<file path="config.mk">
export PLATFORM = sky130hd
export DESIGN_NAME = button_pulser
export DESIGN_NICKNAME = d
export VERILOG_FILES = /design/src/rtl/button_pulser.sv
export SDC_FILE = /design/constraint.sdc
export NUM_CORES = 1
export LEC_CHECK = 0
export ABC_AREA = 1
export CORE_MARGIN = 10
export CORE_UTILIZATION = 45
export DETAILED_ROUTE_END_ITERATION = 12
export GPL_ROUTABILITY_DRIVEN = 0
export SYNTH_ARGS = -nofsm -noshare
export SYNTH_HDL_FRONTEND = slang
export SYNTH_SLANG_ARGS = --single-unit
</file>
<file path="constraint.sdc">
create_clock -name clk -period 2 [get_ports clk]
set_clock_uncertainty 0.1 [all_clocks]
set_input_delay 0.2 -clock clk [delete_from_list [all_inputs] [get_ports clk]]
set_output_delay 0.2 -clock clk [all_outputs]
set_load 0.005 [all_outputs]
</file>
<file path="src/rtl/button_pulser.sv">
// Multi-channel button conditioner: synchroniser, debounce filter, press pulse
// and optional auto-repeat per channel, all channels fully independent.
module button_pulser #(
    parameter int N_CH            = 4,
    parameter int SYNC_STAGES     = 2,
    parameter int DEBOUNCE_CYCLES = 4,
    parameter int REPEAT_DELAY    = 16,
    parameter int REPEAT_RATE     = 4
) (
    input  logic            clk,
    input  logic            reset,
    input  logic [N_CH-1:0] button_in,
    input  logic [N_CH-1:0] repeat_en,
    output logic [N_CH-1:0] pulse_out,
    output logic [N_CH-1:0] held_out,
    output logic            pulse_any
);
    localparam int DW   = $clog2(DEBOUNCE_CYCLES + 1);
    localparam int RMAX = (REPEAT_DELAY > REPEAT_RATE) ? REPEAT_DELAY : REPEAT_RATE;
    localparam int RW   = $clog2(RMAX);
    localparam logic [DW-1:0] DB_LAST    = DW'(DEBOUNCE_CYCLES - 1);
    localparam logic [RW-1:0] DELAY_LAST = RW'(REPEAT_DELAY - 1);
    localparam logic [RW-1:0] RATE_LAST  = RW'(REPEAT_RATE - 1);

    typedef enum logic [1:0] {S_IDLE, S_WAIT, S_REPEAT} state_t;

    logic [N_CH-1:0] w_pulse_vec;
    logic            r_pulse_any;

    for (genvar g = 0; g < N_CH; g++) begin : g_ch
        logic [SYNC_STAGES-1:0] r_sync;
        logic [DW-1:0]          r_cnt;
        logic                   r_st;
        logic [RW-1:0]          r_rcnt;
        state_t                 r_state;
        logic                   r_pulse;
        logic                   w_s;
        logic                   w_st_nxt;
        logic                   w_pulse;

        assign w_s = r_sync[SYNC_STAGES-1];

        // The FSM looks at the debounced level as it will be after this edge,
        // so the press pulse lands on the same edge that held_out rises.
        assign w_st_nxt = (w_s != r_st && r_cnt == DB_LAST) ? w_s : r_st;

        always_ff @(posedge clk or negedge reset) begin
            if (!reset) begin
                r_sync <= '0;
                r_cnt  <= '0;
                r_st   <= 1'b0;
            end else begin
                r_sync <= {r_sync[SYNC_STAGES-2:0], button_in[g]};
                r_st   <= w_st_nxt;
                if (w_s == r_st || r_cnt == DB_LAST)
                    r_cnt <= '0;
                else
                    r_cnt <= r_cnt + DW'(1);
            end
        end

        always_comb begin
            w_pulse = 1'b0;
            case (r_state)
                S_IDLE:   w_pulse = w_st_nxt & ~r_st;
                S_WAIT:   w_pulse = w_st_nxt & repeat_en[g] & (r_rcnt == DELAY_LAST);
                S_REPEAT: w_pulse = w_st_nxt & repeat_en[g] & (r_rcnt == RATE_LAST);
                default:  w_pulse = 1'b0;
            endcase
        end

        always_ff @(posedge clk or negedge reset) begin
            if (!reset) begin
                r_state <= S_IDLE;
                r_rcnt  <= '0;
                r_pulse <= 1'b0;
            end else begin
                r_pulse <= w_pulse;
                case (r_state)
                    S_IDLE: begin
                        r_rcnt <= '0;
                        if (w_st_nxt && !r_st) r_state <= S_WAIT;
                    end
                    S_WAIT: begin
                        if (!w_st_nxt) begin
                            r_state <= S_IDLE;
                            r_rcnt  <= '0;
                        end else if (!repeat_en[g]) begin
                            r_rcnt <= '0;
                        end else if (r_rcnt == DELAY_LAST) begin
                            r_rcnt  <= '0;
                            r_state <= S_REPEAT;
                        end else begin
                            r_rcnt <= r_rcnt + RW'(1);
                        end
                    end
                    S_REPEAT: begin
                        if (!w_st_nxt) begin
                            r_state <= S_IDLE;
                            r_rcnt  <= '0;
                        end else if (!repeat_en[g]) begin
                            r_rcnt  <= '0;
                            r_state <= S_WAIT;
                        end else if (r_rcnt == RATE_LAST) begin
                            r_rcnt <= '0;
                        end else begin
                            r_rcnt <= r_rcnt + RW'(1);
                        end
                    end
                    default: begin
                        r_state <= S_IDLE;
                        r_rcnt  <= '0;
                    end
                endcase
            end
        end

        assign w_pulse_vec[g] = w_pulse;
        assign pulse_out[g]   = r_pulse;
        assign held_out[g]    = r_st;
    end

    always_ff @(posedge clk or negedge reset) begin
        if (!reset) r_pulse_any <= 1'b0;
        else        r_pulse_any <= |w_pulse_vec;
    end

    assign pulse_any = r_pulse_any;
endmodule

</file>
==> metrics.yaml <==
worst_reg2reg_setup_slack_ps: 270
synth-edff-count: 0
postSynth.topFlopCell: "sky130_fd_sc_hd__dfrtp_1"
synth-seq-area-share: 0.4682
worst-path-buf-inv: 2
antennaDiodeCount: 0
fin_crit_sh: 0.8631
worst_pin_slew_ps: 465.2
critical_path_required_ps: 2100
grtUsageTotal: 0.09960
avgRoutedWirePerCell_um: 10.88
synthesis.instances: 333
yosysWarnings: 0
synth_commonest_cells: "sky130_fd_sc_hd__nand2_1, sky130_fd_sc_hd__inv_1, sky130_fd_sc_hd__dfrtp_1, sky130_fd_sc_hd__nor2_1, sky130_fd_sc_hd__ha_1"
worst_setup_hold_path_clk_slew_ps: 100
die_height_um: 99.34
initial_core_util: 0.4701
synthDominantCellAreaShare: 0.4682
timing.hold.worst.class: "input port to flip-flop"
crit_type: "flip-flop to flip-flop"
worst_path_max_delay_cell: "sky130_fd_sc_hd__dfrtp_1"
io-pin-count: 19
drt_pass1_iterations: 4
most_frequent_cell_on_critical_path: "sky130_fd_sc_hd__nand2_1"
grt_pass1_wl_um: 8300
cp-start-kind: "flip-flop"
hold_slack_ps: 223.5
startpoint: "g_ch[3].r_cnt[0]"
clock_path_buffers: 2
outcome: "complete, no violations"
cts_post_setup_buffers_inserted: 0
worst_skew_pair.late_latency_ps: 310
nets_in_the_synthesized_netlist: 371
finalNonFillerCells: 428
final_net_count: 390
clock_tree.htree_level_count: 2
worst_path_dominant_cell_family: "simple AND/OR/NAND/NOR gates"
die_area_um2: 9868
worst_r2r_startpoint: "g_ch[3].r_cnt[0]"
cts_buffers: 5
setup.worst_path.end: "g_ch[3].r_state[0]"
tritoncts: "yes"
die_width_um: 99.34
post-dp-hpwl_um: 3528
post_synth_num_cell_types: 27
syn_area_per_cell_um2: 8.507
violation_count_after_the_first_detailed_route_iteration: 59
power_density_nw_per_um2: 1187
final_slew_viol_count: 0
tns_ps: 0
drive_above_1_share: 0.06232
clock_tree.root_cell: "sky130_fd_sc_hd__clkbuf_8"
syn_area_um2: 2833
crit_chain: "ha_1 > ha_1 > inv_1 > nand2_1 > nand2_1 > inv_2 > nand3_1 > nand2_1 > nor2_1 > o21ai_0"
buffer_ports.inserted: 18
grt_setup_unrepaired: "false"
timing.critical_path.arrival_ps: 1830
routed_wirelength_um: 4656
timing.final.setup_violations: 0
worst_path_fanout_max: 5
clock.fmax_mhz: 579.3
vias_in_the_first_global_route: 1955
synthMostInstantiatedCell: "sky130_fd_sc_hd__nand2_1"
final-hold-violation-count: 0
core.rowCount: 28
placed_instances: 419
worstReg2RegEnd: "g_ch[3].r_state[0]"
detailroute.via_count: 2012
critical_path.endpoint_type: "flip-flop"
area_delta_synth_final_pct: 13.16
tritoncts_sinks: 53
drt.antenna.violating_nets: 0
static-leakage-power_nw: 1.610
grt_antenna_before_repair: 0
core_area_um2: 6026
ys_seq_elements: 53
slowest_delay_ps: 390
ys_async_sr_fraction: 1.000
gr-total-overflow: 0
layout_min_cycle_time_ps: 1726
yosysTopAreaCell: "sky130_fd_sc_hd__dfrtp_1"
ys_top_cells_by_area: "sky130_fd_sc_hd__dfrtp_1, sky130_fd_sc_hd__ha_1, sky130_fd_sc_hd__nand2_1"
pin_count_of_the_biggest_net_entering_global_routing: 54
drc_errors: 0
via_per_inst: 4.701
timing.max_slew.rel_slack: 0.6866
r2r_cells: 10
critical_path_cell_count: 10
max_cap_viol_count: 0
vdd_drop_max_uv: 505.3
==> cell type report <==
| cell class | count | area, µm² |
|---|---|---|
| inverters | 61 | 229.0 |
| well taps | 75 | 93.84 |
| clock inverters | 3 | 65.06 |
| fillers | 574 | 2820 |
| flip-flops and latches | 53 | 1326 |
| clock buffers | 5 | 68.82 |
| multi-input cells | 211 | 1217 |
| repair buffers | 20 | 205.2 |
==> state kept, by name, indices dropped and copies added, names as in the netlist <==
name and flops:
g_ch.r_cnt 12, g_ch.r_pulse 4, g_ch.r_rcnt 16, g_ch.r_st 4, g_ch.r_state 8, g_ch.r_sync 8, pulse_any 1
==> worst min-delay path by stage <==
stage                            start                 to  slack, ps  depth (start not counted)
after global routing      button_in[3]  g_ch[3].r_sync[0]        220                          1
after floorplan                  reset   g_ch[0].r_cnt[0]       -200                          0
after CTS                 button_in[3]  g_ch[3].r_sync[0]        220                          1
after global placement           reset       g_ch[3].r_st        120                          2
after detailed placement         reset   g_ch[3].r_cnt[2]        120                          2
final                     button_in[3]  g_ch[3].r_sync[0]        220                          1
==> cell usage in the layout (no fill, tap or decap), types with 3 or more instances in the layout <==
master,instances
sky130_fd_sc_hd__dfrtp_1,53
sky130_fd_sc_hd__nand4_1,5
sky130_fd_sc_hd__ha_1,28
sky130_fd_sc_hd__o21ai_0,15
sky130_fd_sc_hd__xor2_1,5
sky130_fd_sc_hd__nor3_1,4
sky130_fd_sc_hd__a21oi_1,7
sky130_fd_sc_hd__o21ai_2,4
sky130_fd_sc_hd__nand2_1,71
sky130_fd_sc_hd__nand3_1,21
sky130_fd_sc_hd__inv_1,59
sky130_fd_sc_hd__clkbuf_8,5
sky130_fd_sc_hd__o21ai_1,3
sky130_fd_sc_hd__nor2_1,33
sky130_fd_sc_hd__clkdlybuf4s50_1,17
==> per-stage QoR <==
| step | total power, mW | instance area (µm²) | worst slack [ps] | util |
|---|---|---|---|---|
| after floorplan | 2.602 | 2833 | 372.6 | - |
| after detailed placement | 2.999 | 3062 | 194.7 | 0.5081 |
| after global routing | 4.179 | 3206 | 83.14 | 0.5320 |
| final | 3.806 | 3206 | 273.8 | 0.5320 |
| after CTS | 3.865 | 3206 | 186.3 | 0.5320 |
| after global placement | 2.970 | 3062 | 247.0 | 0.5081 |
==> cells by family after synthesis <==
group	synth area share
flops	0.4682
compound gates	0.06758
buf+inv	0.1020
simple gates	0.2200
xor+xnor	0.01855
fa+ha+maj	0.1237
==> timing repair <==
action | CTS | global route
endpoints found under the hold margin | 53 | 0
hold buffers | 1 | 0
setup endpoints to repair | 0 | 2
gates resized for setup | 0 | 1
==> report_power, final <==
part	total, mW	leakage (nW)	switching (mW)	internal [mW]
Clock	0.853	0.0681	0.355	0.497
Sequential	1.51	0.691	0.169	1.34
Combinational	1.45	0.851	0.837	0.610
Total	3.81	1.61	1.36	2.44
==> per-layer routing <==
metal | up-vias | part of all wire | wire (µm) | track usage
met3 | 5 | 0.040 | 184 | 0.03183
met4 | 0 | 0.014 | 64 | 0.03638
met2 | 21 | 0.47 | 2180 | 0.1593
met1 | 914 | 0.48 | 2227 | 0.1226
li1 | 1072 | - | - | -
met5 | - | 0 | 0 | 0
No activity file was read; power rests on OpenSTA's default activity.
